===== src/rtl/masked_quad_layer_pipe.sv =====
// Three-share, second-order masked quadratic layer: non-complete cross terms with refresh,
// then share compression. Two-stage valid/ready pipeline with full backpressure.
module masked_quad_layer_pipe #(
  parameter int WIDTH   = 4,
  parameter int MODE    = 0,
  parameter int REFRESH = 1
) (
  input  logic                 clk,
  input  logic                 rst_n,
  input  logic                 in_valid,
  output logic                 in_ready,
  input  logic                 rnd_valid,
  input  logic [3*WIDTH-1:0]   a,
  input  logic [3*WIDTH-1:0]   b,
  input  logic [3*WIDTH-1:0]   c,
  input  logic [3*WIDTH-1:0]   d,
  input  logic [3*WIDTH-1:0]   rnd,
  output logic                 out_valid,
  input  logic                 out_ready,
  output logic [3*WIDTH-1:0]   q
);

  logic                          v1;
  logic                          v2;
  logic                          adv1;
  logic                          adv2;
  logic                          rnd_ok;
  logic                          accept;
  logic [2:0][2:0][WIDTH-1:0]    t_d;
  logic [2:0][2:0][WIDTH-1:0]    t_q;
  logic [3*WIDTH-1:0]            q_d;
  logic [3*WIDTH-1:0]            lin_d;
  logic [3*WIDTH-1:0]            diag_d;

  assign adv2     = !v2 || out_ready;
  assign adv1     = !v1 || adv2;
  assign in_ready = adv1;
  assign rnd_ok   = (REFRESH == 0) ? 1'b1 : rnd_valid;
  assign accept   = in_valid && in_ready && rnd_ok;

  // Operand the d shares multiply against, and the linear part added on the diagonal.
  assign lin_d  = (MODE == 0) ? c : (b ^ c);
  assign diag_d = (MODE == 0) ? a : (a ^ b);

  // Each term touches only shares i and j; the random mask for pair {i,j} sits in slot i+j-1.
  always_comb begin
    t_d = '0;
    for (int i = 0; i < 3; i++) begin
      for (int j = 0; j < 3; j++) begin
        t_d[i][j] = d[i*WIDTH +: WIDTH] & lin_d[j*WIDTH +: WIDTH];
        if (i == j)
          t_d[i][j] = t_d[i][j] ^ diag_d[i*WIDTH +: WIDTH];
        else if (REFRESH != 0)
          t_d[i][j] = t_d[i][j] ^ rnd[(i+j-1)*WIDTH +: WIDTH];
      end
    end
  end

  always_comb begin
    q_d = '0;
    for (int k = 0; k < 3; k++)
      q_d[k*WIDTH +: WIDTH] = t_q[k][0] ^ t_q[k][1] ^ t_q[k][2];
  end

  always_ff @(posedge clk or negedge rst_n) begin
    if (!rst_n) begin
      v1  <= 1'b0;
      t_q <= '0;
    end else if (adv1) begin
      v1 <= accept;
      if (accept)
        t_q <= t_d;
    end
  end

  always_ff @(posedge clk or negedge rst_n) begin
    if (!rst_n) begin
      v2 <= 1'b0;
      q  <= '0;
    end else if (adv2) begin
      v2 <= v1;
      q  <= q_d;
    end
  end

  assign out_valid = v2;

endmodule


===== config.mk =====
export PLATFORM = sky130hd
export DESIGN_NAME = masked_quad_layer_pipe
export DESIGN_NICKNAME = d
export VERILOG_FILES = /design/src/rtl/masked_quad_layer_pipe.sv
export SDC_FILE = /design/constraint.sdc
export NUM_CORES = 1
export LEC_CHECK = 0
export ABC_AREA = 1
export CAP_MARGIN = 15
export CORE_MARGIN = 2
export CORE_UTILIZATION = 42
export CTS_CLUSTER_SIZE = 40
export DETAILED_ROUTE_END_ITERATION = 6
export MAX_ROUTING_LAYER = met4
export PLACE_DENSITY = 0.73
export SYNTH_ARGS = -nofsm -noshare
export SYNTH_HDL_FRONTEND = slang
export SYNTH_SLANG_ARGS = --single-unit
export TNS_END_PERCENT = 10

===== constraint.sdc =====
create_clock -name clk -period 1.1 [get_ports clk]
set_clock_uncertainty 0.2 [all_clocks]
set_input_delay 0.11 -clock clk [delete_from_list [all_inputs] [get_ports clk]]
set_output_delay 0.11 -clock clk [all_outputs]
set_load 0.02 [all_outputs]

### Word-level counts from Yosys, hierarchy flattened

Cells that the tools add are included.
W data, S select, Z words.

| word-level totals | value |
|---|---|
| bits in registers | 50 |
| RAM bits | 0 |
| bits in latches | 0 |
| memories | 0 |
| output and inout port bits | 14 |
| input port bits | 65 |
| ROM bits | 0 |
| logic and storage cells | 43 |

| operators by class | value |
|---|---|
| mux-type cells | 0 |
| bitwise gates (word level) | 24 |
| equality and inequality tests | 0 |
| add/sub/neg operators | 0 |
| multipliers | 0 |
| div/mod/pow operators | 0 |
| reductions and logical operators | 7 |
| shift operators | 0 |
| magnitude comparators | 0 |

Operators with widths:

| operator | count |
|---|---|
| $xor A4 B4 Y4 | 15 |
| $and A4 B4 Y4 | 9 |
| $logic_and A1 B1 Y1 | 2 |
| $logic_not A1 Y1 | 2 |
| $logic_or A1 B1 Y1 | 2 |
| $reduce_and A2 Y1 | 1 |

### Logic depth before layout (Yosys ltp)

Gate-level depths: netlist of the first run.

| logic depth | value |
|---|---|
| word-level depth | 6 |
| mapped depth | 6 |
| depth with buffers taken out | 5 |

### Least setup slack after synthesis of the first run

Ideal clock, no wire load.

| path | value |
|---|---|
| path kind | register -> register |
| start | reg v2 (netlist: out_valid) |
| end | reg t_q[16] (netlist bit) |
| cell stages (with the launch flop) | 5 |
| setup time | 0.117 ns |
| arrival | 1.019 ns |
| buffers on the path | 1 |
| path slack | -0.237 ns |
| clock period less this slack | 1.337 ns |
| required time | 0.783 ns |
| cell sequence | dfrtp_1 -> nand3_4 -> nand2_8 -> buf_6 -> o21ai_2 |

| between the ends | value |
|---|---|
| longest elaborated chain between the ends | 6 |

RTL lines:

| item | line | text |
|---|---|---|
| start: declaration | 24 | `logic v2;` |
| start signal: assignment | 81 | `v2 <= v1;` |
| $logic_not A1 Y1 * | 35 | `assign adv2 = !v2 \|\| out_ready;` |
| $logic_or A1 B1 Y1 * | 35 |  |
| $logic_or A1 B1 Y1 * | 36 | `assign adv1 = !v1 \|\| adv2;` |
| named net in_ready | 11 | `output logic in_ready,` |
| $logic_and A1 B1 Y1 (2 in a row) | 39 | `assign accept = in_valid && in_ready && rnd_ok;` |
| $reduce_and A2 Y1 (no source line) * | - |  |
| end signal: assignment | 72 | `t_q <= t_d;` |
| end: declaration | 30 | `logic [2:0][2:0][WIDTH-1:0] t_q;` |

The timed path passes the listed nets; every way through them passes the cells marked *.
A chain may end at the register's enable or synchronous reset.

### Worst setup path after layout of the first run

| path | value |
|---|---|
| start | reg v2 (netlist: out_valid) |
| end | reg t_q[0] (netlist bit) |

| between the ends | value |
|---|---|
| longest elaborated chain between the ends | 6 |

RTL lines:

| item | line |
|---|---|
| $logic_not A1 Y1 * | 35 |
| $logic_or A1 B1 Y1 * | 35 |
| $logic_or A1 B1 Y1 * | 36 |
| $logic_and A1 B1 Y1 (2 in a row) | 39 |
| $reduce_and A2 Y1 (no source line) * | - |

Mark *: on every way between the ends. The rest lies on a longest branch, timed or not.

==> results.json, run 1 <==
{
  "status": "finished, violations left",
  "violations": "negative setup slack",
  "cts_tree": "done",
  "wl_met2_mm": 3.41,
  "antenna_found_initial": 0,
  "clockPowerShare": 0.224,
  "synthMuxAreaShare": 0,
  "drive_gt1_frac": 0.227,
  "fmax_mhz": 764,
  "synthCells": 440,
  "syn_avg_cell_area_um2": 7.07,
  "synth.top_cell.area_share": 0.402,
  "drc": 0,
  "placement.io_buffers": 66,
  "drtIter0Drc": 87,
  "finalWirelength_mm": 6.56,
  "synthAdderAreaFrac": 0,
  "cts_buffers": 5,
  "yosys_warnings": 0,
  "power_frac_seq": 0.435,
  "die_y_um": 90.1,
  "worstPathRequired_ns": 1.10,
  "wl_met3_um": 227,
  "gp_congestion": 0.793,
  "setup_viol_count_final": 63,
  "synth_top_family_by_area": "simple AND/OR/NAND/NOR gates",
  "cellLeakagePower_nw": 2.16,
  "p_int_mw": 3.81,
  "htreeDepth": 2,
  "die_w_um": 90.1,
  "powerDensity_nw_per_um2": 1380,
  "power_frac_comb": 0.341,
  "period_share": 1.19,
  "rsz0062_at_grt": "yes",
  "syn_to_final_growth_pct": 34.3,
  "antenna_cells": 0,
  "fp-row-count": 31,
  "worst_slack_ns": -0.209,
  "vias_per_cell": 4.75,
  "synth.area.top_cells": "dfrtp_1 (40%), nand2_1 (26%), nand3_1 (9.7%)",
  "ys_types": 16,
  "synth_compound_gate_area_share": 0.0989,
  "yosys.area.top_type": "dfrtp_1",
  "grt_pass1_wl_mm": 11.4,
  "cts.path.max_buffers": 2,
  "grt-ovfl-total": 0,
  "maxSlewViolCount": 0,
  "synth_simple_gate_area_frac": 0.407,
  "synthesis.nets": 505,
  "min_period_ns": 1.31,
  "synthXorXnorAreaFrac": 0,
  "pre_cts_slack_ns": -0.519,
  "dieArea_um2": 8110,
  "cp.arrival_ns": 1.31,
  "crit_type": "flop to flop",
  "nNetsFinal": 589,
  "p_switching_mw": 1.95,
  "vdd_drop_max_uv": 481,
  "syn-cell-area_um2": 3110,
  "worst_slew_pin_slew_ns": 0.272,
  "final-hold-violation-count": 0,
  "cp_max_fo": 18,
  "core_area_um2": 7210,
  "finalPower_mw": 5.77,
  "grt_pass1_vias": 2768,
  "ys_seq_elements": 50,
  "whs_ns": 0.102,
  "ioPinCount": 79,
  "final.setup.tns_ns": -8.33,
  "endpoint_kind": "flop",
  "wl_met1_mm": 2.82,
  "track_usage": 0.170,
  "hold_path_class": "input pin to asynchronous set/reset pin",
  "postLayoutCoreUtil": 0.579,
  "grt_max_degree": 51,
  "clkLatencyLatePin_ns": 0.30,
  "routedWlPerCell_um": 10.5,
  "start_util": 0.431,
  "top_layer_used": "met4",
  "numClockSinks": 50,
  "max_slew_margin": 0.819,
  "timing.rr.end": "t_q[0]",
  "ant_nets": 0,
  "firstDrtPassIters": 4,
  "swShare": 0.339,
  "vias": 2965,
  "cp-start-kind": "flop",
  "hpwl_mm": 5.05,
  "clk_pin_slew_worst_paths_ns": 0.09,
  "reg2regPathDepth": 6,
  "r2r-start": "out_valid",
  "cts_root_buffer": "clkbuf_8",
  "ff2ff_setup_slack_ns": -0.21,
  "ys_seq_area_frac": 0.402,
  "maxCapViolCount": 0
}
[state kept, by name (all words and copies together), names as in the netlist]
name	cells
out_valid	1
q	12
t_q	36
v1	1
[cells in the mapped netlist (all sizes together)]
cell type  count
o21ai         36
nand2        220
inv           51
or2            1
dfrtp         50
nand3         61
buf            9
nand3b        12
[layer usage]
metal / GRT usage / up-vias
li1: - / 1548
met1: 0.190 / 1351
met4: 0.0474 / 0
met3: 0.0319 / 10
met5: - / -
met2: 0.309 / 56
[cells in the final DEF (no fill, tap or decap), drive strengths merged]
master         count
or2                1
nand3             61
nand3b            12
dfrtp             50
clkinv             1
buf               34
inv               52
dlygate4sd3        1
nand2            220
bufinv             1
clkdlybuf4s50     51
clkbuf             5
o21ai             36
[cell families after synthesis]
| kind of cell | after synthesis |
|---|---|
| simple gates | 294 |
| flops | 50 |
| buf+inv | 60 |
| compound gates | 36 |
[power by group through the flow]
stage	combinational (mW)	clock [mW]	sequential [mW]
floorplan	0.943	0	2.63
global placement	1.92	0	2.48
detailed placement	1.99	0	2.51
CTS	1.96	1.34	2.50
global route	2.21	1.41	2.57
finish	1.97	1.29	2.51
[cell type report]
| class | instances | area, um^2 |
|---|---|---|
| clock buffers | 5 | 68.8 |
| inverters | 51 | 191 |
| repair buffers | 86 | 837 |
| fillers | 715 | 3030 |
| well taps | 99 | 124 |
| flip-flops and latches | 50 | 1250 |
| multi-input cells | 330 | 1660 |
| clock inverters | 3 | 43.8 |
[repair_timing]
action                     CTS  global route
setup endpoints to repair   63            63
resized for setup           88            13
pin swaps                    0             1
hold endpoints to repair    50             0
setup buffers                1             0
hold buffers                 1             0
[critical path, stage by stage (launching register included)]
cell and delay [ns]:
dfrtp_2 0.45, nand3_4 0.07, buf_6 0.12, nand2_8 0.08, buf_12 0.17, nand2_1 0.07, o21ai_2 0.05
[how the worst max path moves through the flow]
stage	start	endpoint	slack, ns	cells after the start
5_1_grt	v1	t_q[22]	-0.27	6
3_5_place_dp	out_ready	in_ready	-0.52	4
2_1_floorplan	out_valid	t_q[16]	-0.15	5
4_1_cts	out_valid	t_q[16]	-0.20	6
6_report	out_valid	t_q[0]	-0.21	6
3_3_place_gp	out_ready	in_ready	-0.51	4
[metrics by stage]
stage          std cells  area [um^2]
3_5_place_dp         614         4000
6_report             624         4180
4_1_cts              624         4140
2_1_floorplan        440         3110
3_3_place_gp         614         4000
5_1_grt              624         4180
No activity file was read; power rests on OpenSTA's default activity.
==> run 2, diff against run 1 <==
CAP_MARGIN = 40   (was 15)
GPL_ROUTABILITY_DRIVEN = 1   (was default)
==> results of run 2 <==
Same layout as run 1: the final DEF is identical, and so are final timing and power.
